### src/rtl/dp_pipe16_if.sv
`default_nettype none
// ============================================================================
//  Module   : dp_pipe16_if
//  Purpose  : Handshake/data bundle for the dp_pipe16 pipeline stage.
//             Upstream side:   in_valid / in_ready / in_data
//             Downstream side: out_valid / out_ready / out_data
//             Control/status:  flush, occupancy
//  Modports : master - the environment around the stage (drives inputs)
//             slave  - the dp_pipe16 stage itself
//  Revision : 1.0 - initial release
// ============================================================================
interface dp_pipe16_if #(
  parameter int WIDTH = 16
);
  logic             flush;
  logic             in_valid;
  logic             in_ready;
  logic [WIDTH-1:0] in_data;
  logic             out_valid;
  logic             out_ready;
  logic [WIDTH-1:0] out_data;
  logic [1:0]       occupancy;

  modport master (
    output flush, in_valid, in_data, out_ready,
    input  in_ready, out_valid, out_data, occupancy
  );

  modport slave (
    input  flush, in_valid, in_data, out_ready,
    output in_ready, out_valid, out_data, occupancy
  );
endinterface
`default_nettype wire

### src/rtl/dp_pipe16.sv
`default_nettype none
// ============================================================================
//  Module   : dp_pipe16
//  Purpose  : 16-bit datapath pipeline stage with a 2-entry skid buffer.
//             Registers vector slice data ahead of the j_ni01 driver buffer.
//             All outputs decode from registers only, so there is no
//             combinational path from out_ready to in_ready.
//  Ports    : clk   - datapath clock
//             reset - synchronous active-high reset
//             bus   - dp_pipe16_if.slave (flush, in_*, out_*, occupancy)
//  Revision : 1.0 - initial release
// ============================================================================
module dp_pipe16 #(
  // Only 16 is supported; must match the downstream driver buffer width.
  parameter int WIDTH = 16
) (
  input  wire          clk,
  input  wire          reset,
  dp_pipe16_if.slave   bus
);

  localparam logic [1:0] C_CNT_EMPTY = 2'd0;
  localparam logic [1:0] C_CNT_ONE   = 2'd1;
  localparam logic [1:0] C_CNT_FULL  = 2'd2;

  logic [WIDTH-1:0] h_q, h_d;     // head entry, drives out_data
  logic [WIDTH-1:0] s_q, s_d;     // skid entry, catches the word in flight on a stall
  logic [1:0]       count_q, count_d;
  logic             reset_q;      // holds in_ready low for one cycle after reset

  logic w_push;
  logic w_pop;
  logic w_in_ready;
  logic w_out_valid;

  assign w_in_ready  = (count_q != C_CNT_FULL) & ~reset_q;
  assign w_out_valid = (count_q != C_CNT_EMPTY);
  assign w_push      = bus.in_valid & w_in_ready;
  assign w_pop       = w_out_valid & bus.out_ready;

  assign bus.in_ready  = w_in_ready;
  assign bus.out_valid = w_out_valid;
  assign bus.out_data  = h_q;
  assign bus.occupancy = count_q;

  // Next-state selection. Flush only clears the count; H and S keep their
  // stale contents, which is harmless because out_valid is low.
  always_comb begin
    h_d     = h_q;
    s_d     = s_q;
    count_d = count_q;
    if (bus.flush) begin
      count_d = C_CNT_EMPTY;
    end else begin
      case (count_q)
        C_CNT_EMPTY: begin
          if (w_push) begin
            h_d     = bus.in_data;
            count_d = C_CNT_ONE;
          end
        end
        C_CNT_ONE: begin
          if (w_push && !w_pop) begin
            s_d     = bus.in_data;
            count_d = C_CNT_FULL;
          end else if (w_push && w_pop) begin
            h_d     = bus.in_data;
          end else if (w_pop) begin
            count_d = C_CNT_EMPTY;
          end
        end
        C_CNT_FULL: begin
          // in_ready is low here, so a pop is the only possible event.
          if (w_pop) begin
            h_d     = s_q;
            count_d = C_CNT_ONE;
          end
        end
        default: begin
          count_d = C_CNT_EMPTY;
        end
      endcase
    end
  end

  always_ff @(posedge clk) begin
    reset_q <= reset;
    if (reset) begin
      h_q     <= '0;
      s_q     <= '0;
      count_q <= C_CNT_EMPTY;
    end else begin
      h_q     <= h_d;
      s_q     <= s_d;
      count_q <= count_d;
    end
  end

endmodule
`default_nettype wire

### src/flat_wrapper.sv
// flat-port wrapper written by rule: the top's interface ports become plain ports
module dp_pipe16_flat 
#(
                                                                         
  parameter int WIDTH = 16
)
  (clk, reset, bus_flush, bus_in_valid, bus_in_data, bus_out_ready, bus_in_ready, bus_out_valid, bus_out_data, bus_occupancy);
  dp_pipe16_if #(.WIDTH(WIDTH)) bus_i ();
  input  wire clk;
  input  wire reset;
  input wire logic [$bits(bus_i.flush)-1:0] bus_flush;
  input wire logic [$bits(bus_i.in_valid)-1:0] bus_in_valid;
  input wire logic [$bits(bus_i.in_data)-1:0] bus_in_data;
  input wire logic [$bits(bus_i.out_ready)-1:0] bus_out_ready;
  output wire logic [$bits(bus_i.in_ready)-1:0] bus_in_ready;
  output wire logic [$bits(bus_i.out_valid)-1:0] bus_out_valid;
  output wire logic [$bits(bus_i.out_data)-1:0] bus_out_data;
  output wire logic [$bits(bus_i.occupancy)-1:0] bus_occupancy;
  assign bus_i.flush = bus_flush;
  assign bus_i.in_valid = bus_in_valid;
  assign bus_i.in_data = bus_in_data;
  assign bus_i.out_ready = bus_out_ready;
  assign bus_in_ready = bus_i.in_ready;
  assign bus_out_valid = bus_i.out_valid;
  assign bus_out_data = bus_i.out_data;
  assign bus_occupancy = bus_i.occupancy;
  dp_pipe16 #(.WIDTH(WIDTH)) u_core (.clk(clk), .reset(reset), .bus(bus_i));
endmodule
### config.mk
export PLATFORM = sky130hd
export DESIGN_NAME = dp_pipe16_flat
export DESIGN_NICKNAME = d
export VERILOG_FILES = /design/src/rtl/dp_pipe16_if.sv /design/src/rtl/dp_pipe16.sv /design/src/flat_wrapper.sv
export SDC_FILE = /design/constraint.sdc
export NUM_CORES = 1
export LEC_CHECK = 0
export CORE_MARGIN = 2
export CORE_UTILIZATION = 31
export DETAILED_ROUTE_END_ITERATION = 10
export SYNTH_ARGS = -nofsm -noshare
export SYNTH_HDL_FRONTEND = slang
export SYNTH_SLANG_ARGS = --single-unit
### constraint.sdc
create_clock -name clk -period 1.85 [get_ports clk]
set_clock_uncertainty 0.15 [all_clocks]
set_input_delay 0.37 -clock clk [delete_from_list [all_inputs] [get_ports clk]]
set_output_delay 0.37 -clock clk [all_outputs]
set_load 0.005 [all_outputs]
==> summary.txt <==
Global route
  – Antenna violations before repair: 0
  – GR Util met1: 0.159
  – First-pass GRT wire length: ~5.2 mm
  – M2 GR Usage: 0.199
  – Number of global-route vias before repair: 1121
  – GRT met3 Usage: 0.0384
  – Overflow after GRT: 0
  – Gr usage total: 0.124
  – Largest net degree at the start of global routing: 25
  – Busiest layer in global routing: met2

Yosys
  – Synth warn: 0
  – Sequential area share after synthesis: 0.465
  – Synth unique cells: 25
  – Syn Inst Count: 158
  – Syn Area/Cell: approximately 9.5 sq um
  – Nets in the synthesized netlist: 179
  – Mapped Area: about 1500 sq um
  – Synthesized flop and latch total: 35

Timing
  – Setup violations, final: 0
  – Setup TNS: 0 ps
  – RSZ-0062 raised after global routing: false
  – Final Hold Vio Count: 0
  – Maximum clock rate: between 0.5 and 0.6 GHz
  – Final slew viol count: 0
  – Slew margin rel.: 0.800
  – Final Critical Period: between 1500 and 2000 ps
  – Tcrit/Tclk final: 0.958
  – Worst-margin pin slew: 293 ps

Clocking
  – Clock transition at path regs: roughly 60 ps
  – Max clock buf depth: 2
  – Clock latency on the worst-skew pair: ~270 ps
  – CTS Buf Count: 5
  – Hold buffers post-CTS: 0
  – Clock Sinks: 35
  – CTS tree: done
  – H-tree depth: 2
  – Root Buffer: clkbuf_8

Cells and area
  – Fill cells: between 400 and 500
  – Antenna cells: 0
  – Area grow syn2layout: 40.2%
  – Final nets: around 230
  – Layout Utilization: 0.451
  – Share of cells above drive strength 1: 0.189

Place
  – Placer Congestion: about 0.76
  – Number of I/O port buffers: 40
  – Post-DP HPWL: between 2 and 2.5 mm

Drt
  – DR vias/cell: 4.62
  – DRT Pass-1 Iters: 4
  – DRC: 0
  – Post-route ant nets: 0
  – Vias: between 1000 and 1500
  – DR iter-0 viols: 50
  – DR WL/cell: between 10 and 15 microns
  – Final WL: 3.17 mm

Worst setup path
  – CP Max Fanout: 7
  – CP Data Required Time: 1330 ps
  – Setup crit end kind: primary output
  – Setup CP Type: register to primary output
  – Worst EP arrival: between 1000 and 1500 ps
  – Critical Path Start Type: register

Floorplanning
  – Site Rows: 25
  – I/O pins: just over 40
  – Die area: 5440 sq um
  – Initial Util: 0.321
  – Die width: roughly 74 microns
  – Die Y: between 70 and 80 microns
  – Core area: around 4700 sq um

Run
  – Max Cap Viol: 0

Power
  – Power density cells: approximately 680 nW/um^2
  – IR drop worst, VDD: 0.365 mV
  – P_leak: 0.873 nW

Worst hold path
  – Path type of the worst min-delay path: register to register

Status
  – Status: finished clean
[layout by cell type, fill, tap and decap left out]
cell / count
clkdlybuf4s50_1: 38
nand2_1: 33
dfxtp_1: 33
a21oi_1: 17
mux2i_1: 17
mux2_2: 16
nor2_1: 16
buf_4: 10
clkbuf_8: 5
buf_12: 3
dlygate4sd2_1: 2
dfxtp_4: 2
or2_2: 1
nand2b_1: 1
and2b_1: 1
nor3b_2: 1
nor2b_1: 1
and3b_1: 1
nand3b_1: 1
nand2b_4: 1
o22a_1: 1
nor3_1: 1
nand4bb_1: 1
o41a_1: 1
a2111oi_0: 1
clkbuf_1: 1
[cell type report]
cell class | instances | area (sq um) | share of cell area
Multi-Input combinational cell | 112 | 733 | 0.347
Timing Repair Buffer | 53 | 533 | 0.252
Clock buffer | 6 | 72.6 | 0.0343
Tap cell | 54 | 67.6 | 0.0320
Sequential cell | 35 | 708 | 0.335
[critical path: stages (launching register included)]
cell             delay, ps
dfxtp_4                380
buf_4                  120
clkdlybuf4s50_1        490
[where the power goes]
part / switching [mW] / internal [mW]
Combinational: 0.0611 / 0.115
Clock: 0.230 / 0.250
Sequential: 0.00893 / 0.767
Total: 0.300 / 1.13
[synth_stat cells]
cell type | number | share of area
nor3b_2 | 1 | 0.0083
buf_8 | 1 | 0.010
and2b_1 | 1 | 0.0050
mux2i_1 | 17 | 0.11
a2111oi_0 | 1 | 0.0058
a21oi_1 | 17 | 0.056
buf_2 | 2 | 0.0066
nand4bb_1 | 1 | 0.0075
buf_4 | 1 | 0.0050
buf_1 | 1 | 0.0025
nand2b_1 | 1 | 0.0042
nor3_1 | 1 | 0.0033
mux2_2 | 16 | 0.12
nand2b_4 | 1 | 0.0091
nor2b_1 | 1 | 0.0042
or2_2 | 1 | 0.0042
clkbuf_1 | 4 | 0.010
and3b_1 | 1 | 0.0058
dfxtp_1 | 35 | 0.46
buf_6 | 2 | 0.015
nand3b_1 | 1 | 0.0050
o22a_1 | 1 | 0.0058
o41a_1 | 1 | 0.0075
nor2_1 | 16 | 0.040
nand2_1 | 33 | 0.082
[cells by family (layout without fill, tap and decap cells)]
| group | count (synthesis) | in the layout | synth area share |
|---|---|---|---|
| buf+inv | 11 | 59 | 0.0490 |
| compound gates | 20 | 20 | 0.0755 |
| mux | 33 | 33 | 0.232 |
| simple gates | 59 | 59 | 0.178 |
| flops | 35 | 35 | 0.465 |
[final timing paths]
path                            from                endpoint  slack [ps]  cells past startpoint
min reg2reg            u_core.s_q[9]           u_core.s_q[9]         300                      2
min                    u_core.s_q[9]           u_core.s_q[9]         300                      2
max reg2reg  u_core.bus.occupancy[0]  u_core.bus.out_data[0]         200                      6
max          u_core.bus.occupancy[1]        bus_occupancy[1]          80                      2
[what timing repair did]
item                       in CTS  in global routing
setup buffers                   1                  0
setup endpoints to repair       3                  0
resized for setup               6                  0
[through the flow]
stage	worst slack, ps	total power [mW]	instances	hold slack (ps)	cell area (sq um)
CTS	62.4	1.46	260	306	2110
global route	24.0	1.50	260	320	2110
detailed placement	-181	0.973	253	297	2030
global placement	-147	0.973	253	291	2030
finish	77.7	1.43	260	304	2110
floorplan	261	0.868	158	248	1510
[registers in the layout, indices dropped and copies added, names as in the netlist]
register,cells
u_core.reset_q,1
u_core.bus.occupancy,2
u_core.bus.out_data,16
u_core.s_q,16
[layer usage]
metal / wire, microns / up-vias / part of all wire
met5: 0 / - / 0
met4: 32 / 0 / 0.010
met3: 196 / 5 / 0.062
met2: 1500 / 27 / 0.47
met1: 1440 / 542 / 0.45
li1: - / 628 / -
Power figures use the tool's default switching activity.
